[config.mk]
export PLATFORM = sky130hd
export DESIGN_NAME = hazard_ctrl
export DESIGN_NICKNAME = d
export VERILOG_FILES = /design/src/rtl/hazard_ctrl.sv
export SDC_FILE = /design/constraint.sdc
export NUM_CORES = 1
export LEC_CHECK = 0
export BUFFER_PORTS_ARGS = -buffer_cell sky130_fd_sc_hd__clkbuf_2
export CORE_ASPECT_RATIO = 1.75
export CORE_UTILIZATION = 58
export DETAILED_ROUTE_END_ITERATION = 6
export GPL_TIMING_DRIVEN = 0
export PLACE_DENSITY = 0.84
export SLEW_MARGIN = 15
export SYNTH_ARGS = -nofsm -noshare
export SYNTH_HDL_FRONTEND = slang
export SYNTH_SLANG_ARGS = --single-unit
[constraint.sdc]
create_clock -name clk -period 4.2 [get_ports clk]
set_input_delay 0.21 -clock clk [delete_from_list [all_inputs] [get_ports clk]]
set_output_delay 0.21 -clock clk [all_outputs]
set_load 0.02 [all_outputs]
[src/rtl/hazard_ctrl.sv]
// hazard_ctrl: stall, flush and EX-forwarding control for the 5-stage RV32I pipeline.
// Optional performance counters are built when HAZARD_CTRL_PERF_EN is defined.
package hazard_ctrl_pkg;
  localparam int unsigned OP_W  = 7;
  localparam int unsigned REG_W = 5;

  localparam logic [OP_W-1:0] OP_NOP    = 7'b0000000;
  localparam logic [OP_W-1:0] OP_LOAD   = 7'b0000011;
  localparam logic [OP_W-1:0] OP_STORE  = 7'b0100011;
  localparam logic [OP_W-1:0] OP_R_TYPE = 7'b0110011;
  localparam logic [OP_W-1:0] OP_IMM    = 7'b0010011;
  localparam logic [OP_W-1:0] OP_LUI    = 7'b0110111;
  localparam logic [OP_W-1:0] OP_AUIPC  = 7'b0010111;
  localparam logic [OP_W-1:0] OP_JAL    = 7'b1101111;
  localparam logic [OP_W-1:0] OP_JALR   = 7'b1100111;
  localparam logic [OP_W-1:0] OP_BRANCH = 7'b1100011;

  typedef struct packed {
    logic             valid;
    logic [REG_W-1:0] rd;
    logic [REG_W-1:0] rs1;
    logic [REG_W-1:0] rs2;
    logic             writes_rd;
    logic             uses_rs1;
    logic             uses_rs2;
    logic             is_load;
    logic             is_mem;
  } stage_t;
endpackage

module hazard_ctrl
  import hazard_ctrl_pkg::*;
#(
  parameter int unsigned XLEN_CNT = 32
) (
  input  logic             clk,
  input  logic             rst,
  input  logic             id_valid,
  input  logic [OP_W-1:0]  id_opcode,
  input  logic [REG_W-1:0] id_rs1,
  input  logic [REG_W-1:0] id_rs2,
  input  logic [REG_W-1:0] id_rd,
  input  logic             ex_redirect,
  input  logic             dmem_ready,
  output logic             hold_fe,
  output logic             hold_be,
  output logic             bubble_ex,
  output logic             flush_ifid,
  output logic [1:0]       fwd_a,
  output logic [1:0]       fwd_b
`ifdef HAZARD_CTRL_PERF_EN
  ,
  output logic [XLEN_CNT-1:0] perf_stall_cycles,
  output logic [XLEN_CNT-1:0] perf_flushes
`endif
);

  stage_t id_dec;
  stage_t ex_q, mem_q, wb_q;
  stage_t ex_d, mem_d, wb_d;
  logic   memwait, redirect, loaduse;

  // Operand/result usage of the ID instruction; x0 is never a destination.
  always_comb begin : decode
    id_dec       = '0;
    id_dec.valid = id_valid;
    id_dec.rd    = id_rd;
    id_dec.rs1   = id_rs1;
    id_dec.rs2   = id_rs2;
    case (id_opcode)
      OP_LOAD:   begin id_dec.writes_rd = 1'b1; id_dec.uses_rs1 = 1'b1;
                       id_dec.is_load = 1'b1; id_dec.is_mem = 1'b1; end
      OP_STORE:  begin id_dec.uses_rs1 = 1'b1; id_dec.uses_rs2 = 1'b1; id_dec.is_mem = 1'b1; end
      OP_R_TYPE: begin id_dec.writes_rd = 1'b1; id_dec.uses_rs1 = 1'b1; id_dec.uses_rs2 = 1'b1; end
      OP_IMM:    begin id_dec.writes_rd = 1'b1; id_dec.uses_rs1 = 1'b1; end
      OP_LUI, OP_AUIPC, OP_JAL: id_dec.writes_rd = 1'b1;
      OP_JALR:   begin id_dec.writes_rd = 1'b1; id_dec.uses_rs1 = 1'b1; end
      OP_BRANCH: begin id_dec.uses_rs1 = 1'b1; id_dec.uses_rs2 = 1'b1; end
      default:   ;
    endcase
    id_dec.writes_rd = id_dec.writes_rd & (id_rd != '0);
  end

  assign memwait  = mem_q.valid & mem_q.is_mem & ~dmem_ready;
  assign redirect = ex_redirect;
  assign loaduse  = id_valid & ex_q.valid & ex_q.is_load & ex_q.writes_rd &
                    ((id_dec.uses_rs1 & (id_rs1 == ex_q.rd)) |
                     (id_dec.uses_rs2 & (id_rs2 == ex_q.rd)));

  // EX/MEM result beats MEM/WB; a load still in MEM has no result yet.
  function automatic logic [1:0] fwd_sel(input logic uses, input logic [REG_W-1:0] rs,
                                         input stage_t mem, input stage_t wb);
    fwd_sel = 2'b00;
    if (uses) begin
      if (mem.valid && mem.writes_rd && !mem.is_load && (mem.rd == rs)) fwd_sel = 2'b01;
      else if (wb.valid && wb.writes_rd && (wb.rd == rs))                fwd_sel = 2'b10;
    end
  endfunction

  always_comb begin : ctrl
    hold_fe    = 1'b0;
    hold_be    = 1'b0;
    bubble_ex  = 1'b0;
    flush_ifid = 1'b0;
    fwd_a      = 2'b00;
    fwd_b      = 2'b00;
    if (!rst) begin
      if (memwait) begin
        hold_fe = 1'b1;
        hold_be = 1'b1;
      end else if (redirect) begin
        flush_ifid = 1'b1;
        bubble_ex  = 1'b1;
      end else if (loaduse) begin
        hold_fe   = 1'b1;
        bubble_ex = 1'b1;
      end
      fwd_a = fwd_sel(ex_q.uses_rs1, ex_q.rs1, mem_q, wb_q);
      fwd_b = fwd_sel(ex_q.uses_rs2, ex_q.rs2, mem_q, wb_q);
    end
  end

  // Shadow pipeline advance: frozen on a memory wait, bubble inserted on redirect/load-use.
  always_comb begin : shadow_next
    ex_d  = ex_q;
    mem_d = mem_q;
    wb_d  = wb_q;
    if (!memwait) begin
      ex_d  = (redirect || loaduse) ? '0 : id_dec;
      mem_d = ex_q;
      wb_d  = mem_q;
    end
  end

  always_ff @(posedge clk) begin
    if (rst) begin
      ex_q  <= '0;
      mem_q <= '0;
      wb_q  <= '0;
    end else begin
      ex_q  <= ex_d;
      mem_q <= mem_d;
      wb_q  <= wb_d;
    end
  end

`ifdef HAZARD_CTRL_PERF_EN
  always_ff @(posedge clk) begin
    if (rst) begin
      perf_stall_cycles <= '0;
      perf_flushes      <= '0;
    end else begin
      if (hold_fe)              perf_stall_cycles <= perf_stall_cycles + XLEN_CNT'(1);
      if (!memwait && redirect) perf_flushes      <= perf_flushes + XLEN_CNT'(1);
    end
  end
`else
  // Counter width only matters when the counters are built.
  if (XLEN_CNT == 0) begin : g_no_perf
  end
`endif

endmodule

==> metrics.md, run 1 <==
| Metric | Value |
|---|---|
| Status | complete, no violations |
| Layout cells sized above 1 | 19.40% |
| Via density | 6.027 |
| Most frequent cells in the layout | dfxtp_1 (37), clkbuf_2 (34), nand2_1 (30), xnor2_1 (21), a22o_1 (18) |
| Die X | 43.31 um |
| TritonCTS buffer count | 5 |
| Placed cell area | between 1500 and 2000 um^2 |
| RSZ-0062 raised after global routing | no |
| Leakage Power | 0.0007868 uW |
| Post-Synth Adder-Cell Area | 0% |
| Seq/Total Area, Yosys | a little over two fifths |
| PwrDens | 334.6 nW/um^2 |
| F_max | 448.7 MHz |
| Hold path start | id_rd[4] |
| Register area | 740.7 um^2 |
| Grt ovf | 0 |
| Critical Path Fanout Max | 4 |
| # rows | 25 |
| Post-CTS Setup Bufs | 0 |
| Area grow syn2layout | 16.40% |
| Worst setup EP type | primary output |
| Post-Syn Instances | 190 |
| DPL Wire Length | 3300 um |
| CP Launch Type | flip-flop |
| Crit Path Category | flip-flop to primary output |
| Total of max-cap violations | 0 |
| Largest net degree at the start of global routing | 11 |
| I/O pin count | 35 |
| Ys Warns | 0 |
| Worst reg2reg startpoint | ex_q[17] |
| Clock transition at the registers of the reported paths | 70 ps |
| First-pass GRT wire length | 6810 um |
| Flops & latches, synth | 37 |
| XOR/XNOR Fraction of Synth Area | 15.17% |
| Crit path time final | 2229 ps |
| Multi-input logic area | about 940 um^2 |
| Vias | about 1600 |
| Number of hold buffers added after cts | 0 |
| Commonest non-fill, non-tap cell in the layout | dfxtp_1 |
| Initial antenna violation count | 0 |
| CTS H-Tree Depth | 2 |
| Fillers | 223 |
| Antenna viol nets, final | 0 |
| Clk_lat worst skew | 290 ps |
| Diode count | 0 |
| Slew @ Worst Pin | approximately 480 ps |
| VDD IR max | 234.5 uV |
| Starting Density | 62.91% |
| Syn Nets | ~220 |
| Post-synth cell types | 34 |
| Maximum buffer depth of the clock tree | 2 |
| Syn Area/Cell | 9.114 um^2 |
| Final-report hold violation count | 0 |
| RePlAce Congestion | just over 0.8 |
| Placeable Area | 2753 um^2 |
| DR pass1 iterations | 4 |
| Port bufs | 34 |
| CTS tree | done |
| Initial DRC count | 48 |
| Worst Clk Skew | 6.258 ps |
| Post-CTS sizing | 0 |
| WL final | between 4000 and 5000 um |
| CTS Root Cell | clkbuf_8 |
| Vias in the first global route | about 1500 |
| Clk sinks | 37 |
| Nets | about 260 |
| Setup TNS | 0 ps |
| Arrival time at the worst endpoint | 2020 ps |
| Post-Syn Area | approximately 1700 um^2 |
| Gr usage total | 28.55% |
| CP required | around 4000 ps |
| Die ar. | 3217 um^2 |
| Largest family of logic cells by synthesized area | simple AND/OR/NAND/NOR gates |
| Fin crit share | 53.07% |
| Synth Area in Compound Gates | 17.49% |
| Hold crit path type | input pin to flip-flop |
| Total Power | 674.4 uW |
| Drt wl/cell | 15.99 um |
| Die Ht | 74.28 um |
| # DRC | 0 |
| Setup violations, final | 0 |
| Mux contribution to synthesized area | 0% |
| Pins Over Slew Limit | 0 |
| Fin area | 2016 um^2 |
| Critical path startpoint | ex_q[17] |
| Simple-gate share of the synthesized area | ~22% |
| Slew headroom | 68.22% |
## metrics by stage
step | worst slack (ps) | hold slack [ps] | utilization, % | std cells
final | 1971 | 139.2 | 73.23 | 259
after global routing | 1884 | 149.0 | 73.23 | 259
after CTS | 1966 | 138.5 | 73.23 | 259
after detailed placement | 2246 | 441.8 | 70.32 | 251
after global placement | 2245 | 437.5 | 70.32 | 251
after floorplan | 2335 | 335.7 | - | 190
## report_power, final
group          internal (uW)  switching (uW)
Clock                    118             120
Combinational           32.6            32.6
Sequential               360            11.3
## flip-flops by register name (all words and copies together), names as in the netlist
signal / count
ex_q: 21
mem_q: 9
wb_q: 7
## layout make-up
type,count,share of cell area [%]
multi-input cells,143,46.87
flip-flops and latches,37,36.75
repair buffers,34,8.442
clock buffers,8,3.973
plain buffers,9,2.110
well taps,27,1.676
inverters,1,0.1862
## logic make-up (layout without fill, tap and decap cells)
logic type,Yosys count,in the layout
AOI/OAI and AO/OA,41,41
xor gates and xnor gates,30,30
buffers and inverters,10,52
DFF,37,37
and+or+nand+nor,72,72
## layer usage
| layer | routed length, um | GRT usage [%] | part of all wire [%] | vias to the layer above |
|---|---|---|---|---|
| met5 | 0 | 0 | 0 | - |
| met4 | 112 | 13.47 | 2.7 | 0 |
| met3 | 138 | 5.340 | 3.3 | 13 |
| met2 | 2294 | 52.24 | 55 | 52 |
| met1 | 1597 | 30.79 | 39 | 737 |
| li1 | - | - | - | 759 |
## synth_stat cells, drive strengths merged
cell | count | area [um^2]
a211oi | 1 | 7.510
nor4 | 4 | 31.28
xor2 | 9 | 78.83
nand4bb | 1 | 11.26
dfxtp | 37 | 740.7
o31a | 1 | 8.760
nand2b | 2 | 12.51
nand2 | 30 | 112.6
a32o | 2 | 20.02
nor3b | 3 | 22.52
a21oi | 14 | 70.07
inv | 1 | 3.750
a22o | 18 | 157.7
nor3 | 8 | 45.04
nor4bb | 1 | 10.01
nor2b | 2 | 12.51
buf | 4 | 23.77
and3b | 1 | 8.760
clkbuf | 5 | 18.77
nand4 | 7 | 43.79
or4 | 1 | 7.510
a2111oi | 1 | 15.01
nor2 | 8 | 30.03
o21ai | 3 | 15.01
a211o | 1 | 8.760
nand3b | 1 | 7.510
xnor2 | 21 | 183.9
and2 | 1 | 6.260
or3 | 1 | 6.260
and4 | 1 | 11.26
## worst max-delay path, cell delays in order (launching register included)
cell      delay, ps
dfxtp_1         360
xor2_1          180
nor4_1          380
and4_4          300
nor3_1           50
a211oi_1        240
clkbuf_2        210
## final timing paths
check                           endpoint  slack, ps  cells after the start
worst max-delay path             hold_fe       1970                      6
worst min-delay path            ex_q[19]        140                      2
worst max register to register  ex_q[12]       2410                      6
worst min register to register  mem_q[4]        480                      2
(Power assumes the default switching activity.)
==> run 2: changes to the inputs <==
--- a/config.mk
+++ b/config.mk
@@ -7,10 +7,10 @@
 export LEC_CHECK = 0
 export BUFFER_PORTS_ARGS = -buffer_cell sky130_fd_sc_hd__clkbuf_2
 export CORE_ASPECT_RATIO = 1.75
-export CORE_UTILIZATION = 58
+export CORE_UTILIZATION = 48
 export DETAILED_ROUTE_END_ITERATION = 6
 export GPL_TIMING_DRIVEN = 0
-export PLACE_DENSITY = 0.84
+export PLACE_DENSITY = 0.74
 export SLEW_MARGIN = 15
 export SYNTH_ARGS = -nofsm -noshare
 export SYNTH_HDL_FRONTEND = slang
==> constraint.sdc (replaced) <==
create_clock -name clk -period 1.88 [get_ports clk]
set_input_delay 0.094 -clock clk [delete_from_list [all_inputs] [get_ports clk]]
set_output_delay 0.094 -clock clk [all_outputs]
set_load 0.02 [all_outputs]
==> run 2 against run 1 <==
The flow now finishes with violations (negative setup slack). First-iteration DRC count decreased by 58%. Core utilization is 8.3 points lower. Sequential power increased by 120%. Combinational power increased by 140%. Clock power grew to 3.4 times the previous value. Final area up 9.4%. Die area rose by 20%. Clock-buffer cell count down 3. Non-clock buffer count increased by 5.
==> metrics.md, run 2 (synthesis results as in run 1) <==
| Metric | Value |
|---|---|
| Fin crit share | 103.6% |
| Crit path time final | 1948 ps |
| VDD IR max | 619.0 uV (was 234.5 uV) |
| Status | complete, but fails checks (was complete, no violations) |
| CP required | 1790 ps (was 3990 ps) |
| Fillers | 300 (was 223) |
| F_max | a little over 500 MHz |
| Grt ovf | 0 (unchanged) |
| Post-route setup slack | -67.88 ps (was 1971 ps) |
| WL final | 3908 um (was 4142 um) |
| CP cell instances | xnor2_1 -> nand4_1 -> nor4_4 -> nor3_2 -> a211oi_2 -> buf_4 (was xor2_1 -> nor4_1 -> and4_4 -> nor3_1 -> a211oi_1 -> clkbuf_2) |
| Min-Delay Endpoint | ex_q[16] (was ex_q[19]) |
| Slew @ Worst Pin | 487.1 ps (was 476.7 ps) |
| CTS Root Cell | clkbuf_8 (unchanged) |
| DP Cell Count | 269 (was 251) |
| Clk_lat worst skew | 290 ps (about the same) |
| RePlAce Congestion | 0.7598 (was 0.8305) |
| Number of hold buffers added after cts | 0 (unchanged) |
| Setup TNS | -114.2 ps (was 0 ps) |
| Pins Over Slew Limit | 0 (unchanged) |
| Hold path start | id_rd[1] (was id_rd[4]) |
| Worst reg2reg startpoint | ex_q[17] (unchanged) |
| Die X | 47.41 um (was 43.31 um) |
| # rows | 28 (was 25) |
| CTS H-Tree Depth | 2 (unchanged) |
| Diode count | 0 (unchanged) |
| Max incr delay on CP | 420 ps (was 380 ps) |
| Die Ht | 81.46 um (was 74.28 um) |
| RSZ-0062 raised after global routing | yes (was no) |
| Setup violations, final | 2 (was 0) |
| Reg2Reg Depth | 7 (was 6) |
| CP bufs+invs | 1 (unchanged) |
| Worst Clk Skew | 0.9592 ps (was 6.258 ps) |
| Worst setup EP type | primary output (unchanged) |
| Starting Density | 50.96% (was 62.91%) |
| Fin area | 2206 um^2 (was 2016 um^2) |
| Hold Crit Depth | 2 (unchanged) |
| Dpl ws | 53.78 ps (was 2246 ps) |
| CP top delay family | simple AND/OR/NAND/NOR gates (unchanged) |
| Antenna viol nets, final | 0 (unchanged) |
| Layout cells sized above 1 | 29.96% (was 19.40%) |
| PwrDens | 813.2 nW/um^2 (was 334.6 nW/um^2) |
| CTS tree | done (unchanged) |
| Crit Path Category | flip-flop to primary output (unchanged) |
| Final-report hold violation count | 0 (unchanged) |
| CP max stage cell | nor4_4 (was nor4_1) |
| WHS | 25.37 ps (was 139.2 ps) |
| # DRC | 0 (unchanged) |
| Biggest regs | ex_q: 21 flops, mem_q: 9 flops, wb_q: 7 flops (unchanged) |
| Hold crit path type | input pin to flip-flop (unchanged) |
| Largest net degree at the start of global routing | 13 (was 11) |
| R2R Setup Slk | 90 ps (was 2410 ps) |
| DPL Wire Length | 3072 um (was 3300 um) |
| Slew headroom | 67.53% (was 68.22%) |
| Total of max-cap violations | 0 (unchanged) |
| TritonCTS buffer count | 5 (unchanged) |
| Critical Path Fanout Max | 4 (unchanged) |
| Die ar. | 3861 um^2 (was 3217 um^2) |
| Leakage Power | 0.0008793 uW (was 0.0007868 uW) |
| Area grow syn2layout | 27.38% (was 16.40%) |
| Port bufs | 34 (unchanged) |
| Nets | 263 (was 258) |
| Placeable Area | 3398 um^2 (was 2753 um^2) |
| First-pass GRT wire length | 6423 um (was 6810 um) |
| Vias | 1496 (was 1561) |
| Clk sinks | 37 (unchanged) |
| DR pass1 iterations | 4 (unchanged) |
| Vias in the first global route | 1378 (was 1533) |
| Most frequent cells in the layout | clkbuf_2 (33), nand2_1 (30), dfxtp_1 (29), xnor2_1 (19), a22o_1 (18) (was dfxtp_1 (37), clkbuf_2 (34), nand2_1 (30), xnor2_1 (21), a22o_1 (18)) |
| Via density | 5.305 (was 6.027) |
| Placed cell area | 1958 um^2 (was 1936 um^2) |
| Gr usage total | 23.95% (was 28.55%) |
| Initial antenna violation count | 0 (unchanged) |
| Drt wl/cell | 13.86 um (was 15.99 um) |
| Largest reg by FF count | ex_q (unchanged) |
| Initial DRC count | 20 (was 48) |
| I/O pin count | 35 (unchanged) |
| Arrival time at the worst endpoint | 1850 ps (was 2020 ps) |
| Max reg flops | 21 (unchanged) |
| Post-Layout Cell Count | 282 (was 259) |
| Reg2reg end | ex_q[11] (was ex_q[12]) |
| Clock transition at the registers of the reported paths | 70 ps (about the same) |
| Commonest non-fill, non-tap cell in the layout | clkbuf_2 (was dfxtp_1) |
| CP Launch Type | flip-flop (unchanged) |
| Maximum buffer depth of the clock tree | 2 (unchanged) |
| Failing checks | negative setup slack |
## run 2: cell count changes in the layout (fill, tap and decap cells not counted), sizes merged
| cell | before | now |
|---|---|---|
| bufinv | 0 | 2 |
| clkbuf | 47 | 41 |
| clkinv | 0 | 1 |
| buf | 4 | 12 |
## run 2: layout make-up
type / instances / area (um^2) / area share, %
Tap cell: 45 / 56.30 / 2.552
Timing Repair Buffer: 40 / 220.2 / 9.983
Clock buffer: 5 / 68.82 / 3.120
Buffer: 8 / 41.29 / 1.872
Sequential cell: 37 / 755.7 / 34.26
Inverter: 1 / 3.754 / 0.1702
Multi-Input combinational cell: 143 / 994.7 / 45.09
Clock inverter: 3 / 65.06 / 2.950
## run 2: how the worst max path moves through the flow
stage | startpoint | end | slack, ps | cells past startpoint
2_1_floorplan | ex_q[17] | hold_fe | 160 | 5
3_5_place_dp | ex_q[17] | hold_fe | 50 | 6
6_report | ex_q[15] | hold_fe | -70 | 6
4_1_cts | ex_q[4] | hold_fe | -130 | 6
5_1_grt | ex_q[15] | bubble_ex | -120 | 6
3_3_place_gp | ex_q[4] | hold_fe | 30 | 6
## run 2: timing repair
item	4_1_cts	5_1_grt
setup buffers	4	2
resized for setup	10	15
setup endpoints to repair	3	3
pin swaps	5	7
hold endpoints to repair	0	0
## run 2: where the power goes
part	internal (uW)	switching, uW	total [uW]	leakage, uW
Clock	527	285	812	0.0000681
Combinational	79.1	75.7	155	0.000506
Sequential	803	24.5	827	0.000305
Total	1410	385	1790	0.000879
## run 2: layer usage
metal	part of all wire (%)	up-vias	track usage [%]
li1	-	777	-
met1	40	680	28.13
met2	55	31	40.82
met3	3.3	8	4.615
met4	1.6	0	9.429
met5	0	-	0
## run 2: metrics by stage
step           util, %  power, uW
2_1_floorplan        -      925.8
3_5_place_dp     57.62      989.8
3_3_place_gp     57.62      986.5
5_1_grt          64.91       1859
4_1_cts          63.37       1801
6_report         64.91       1794
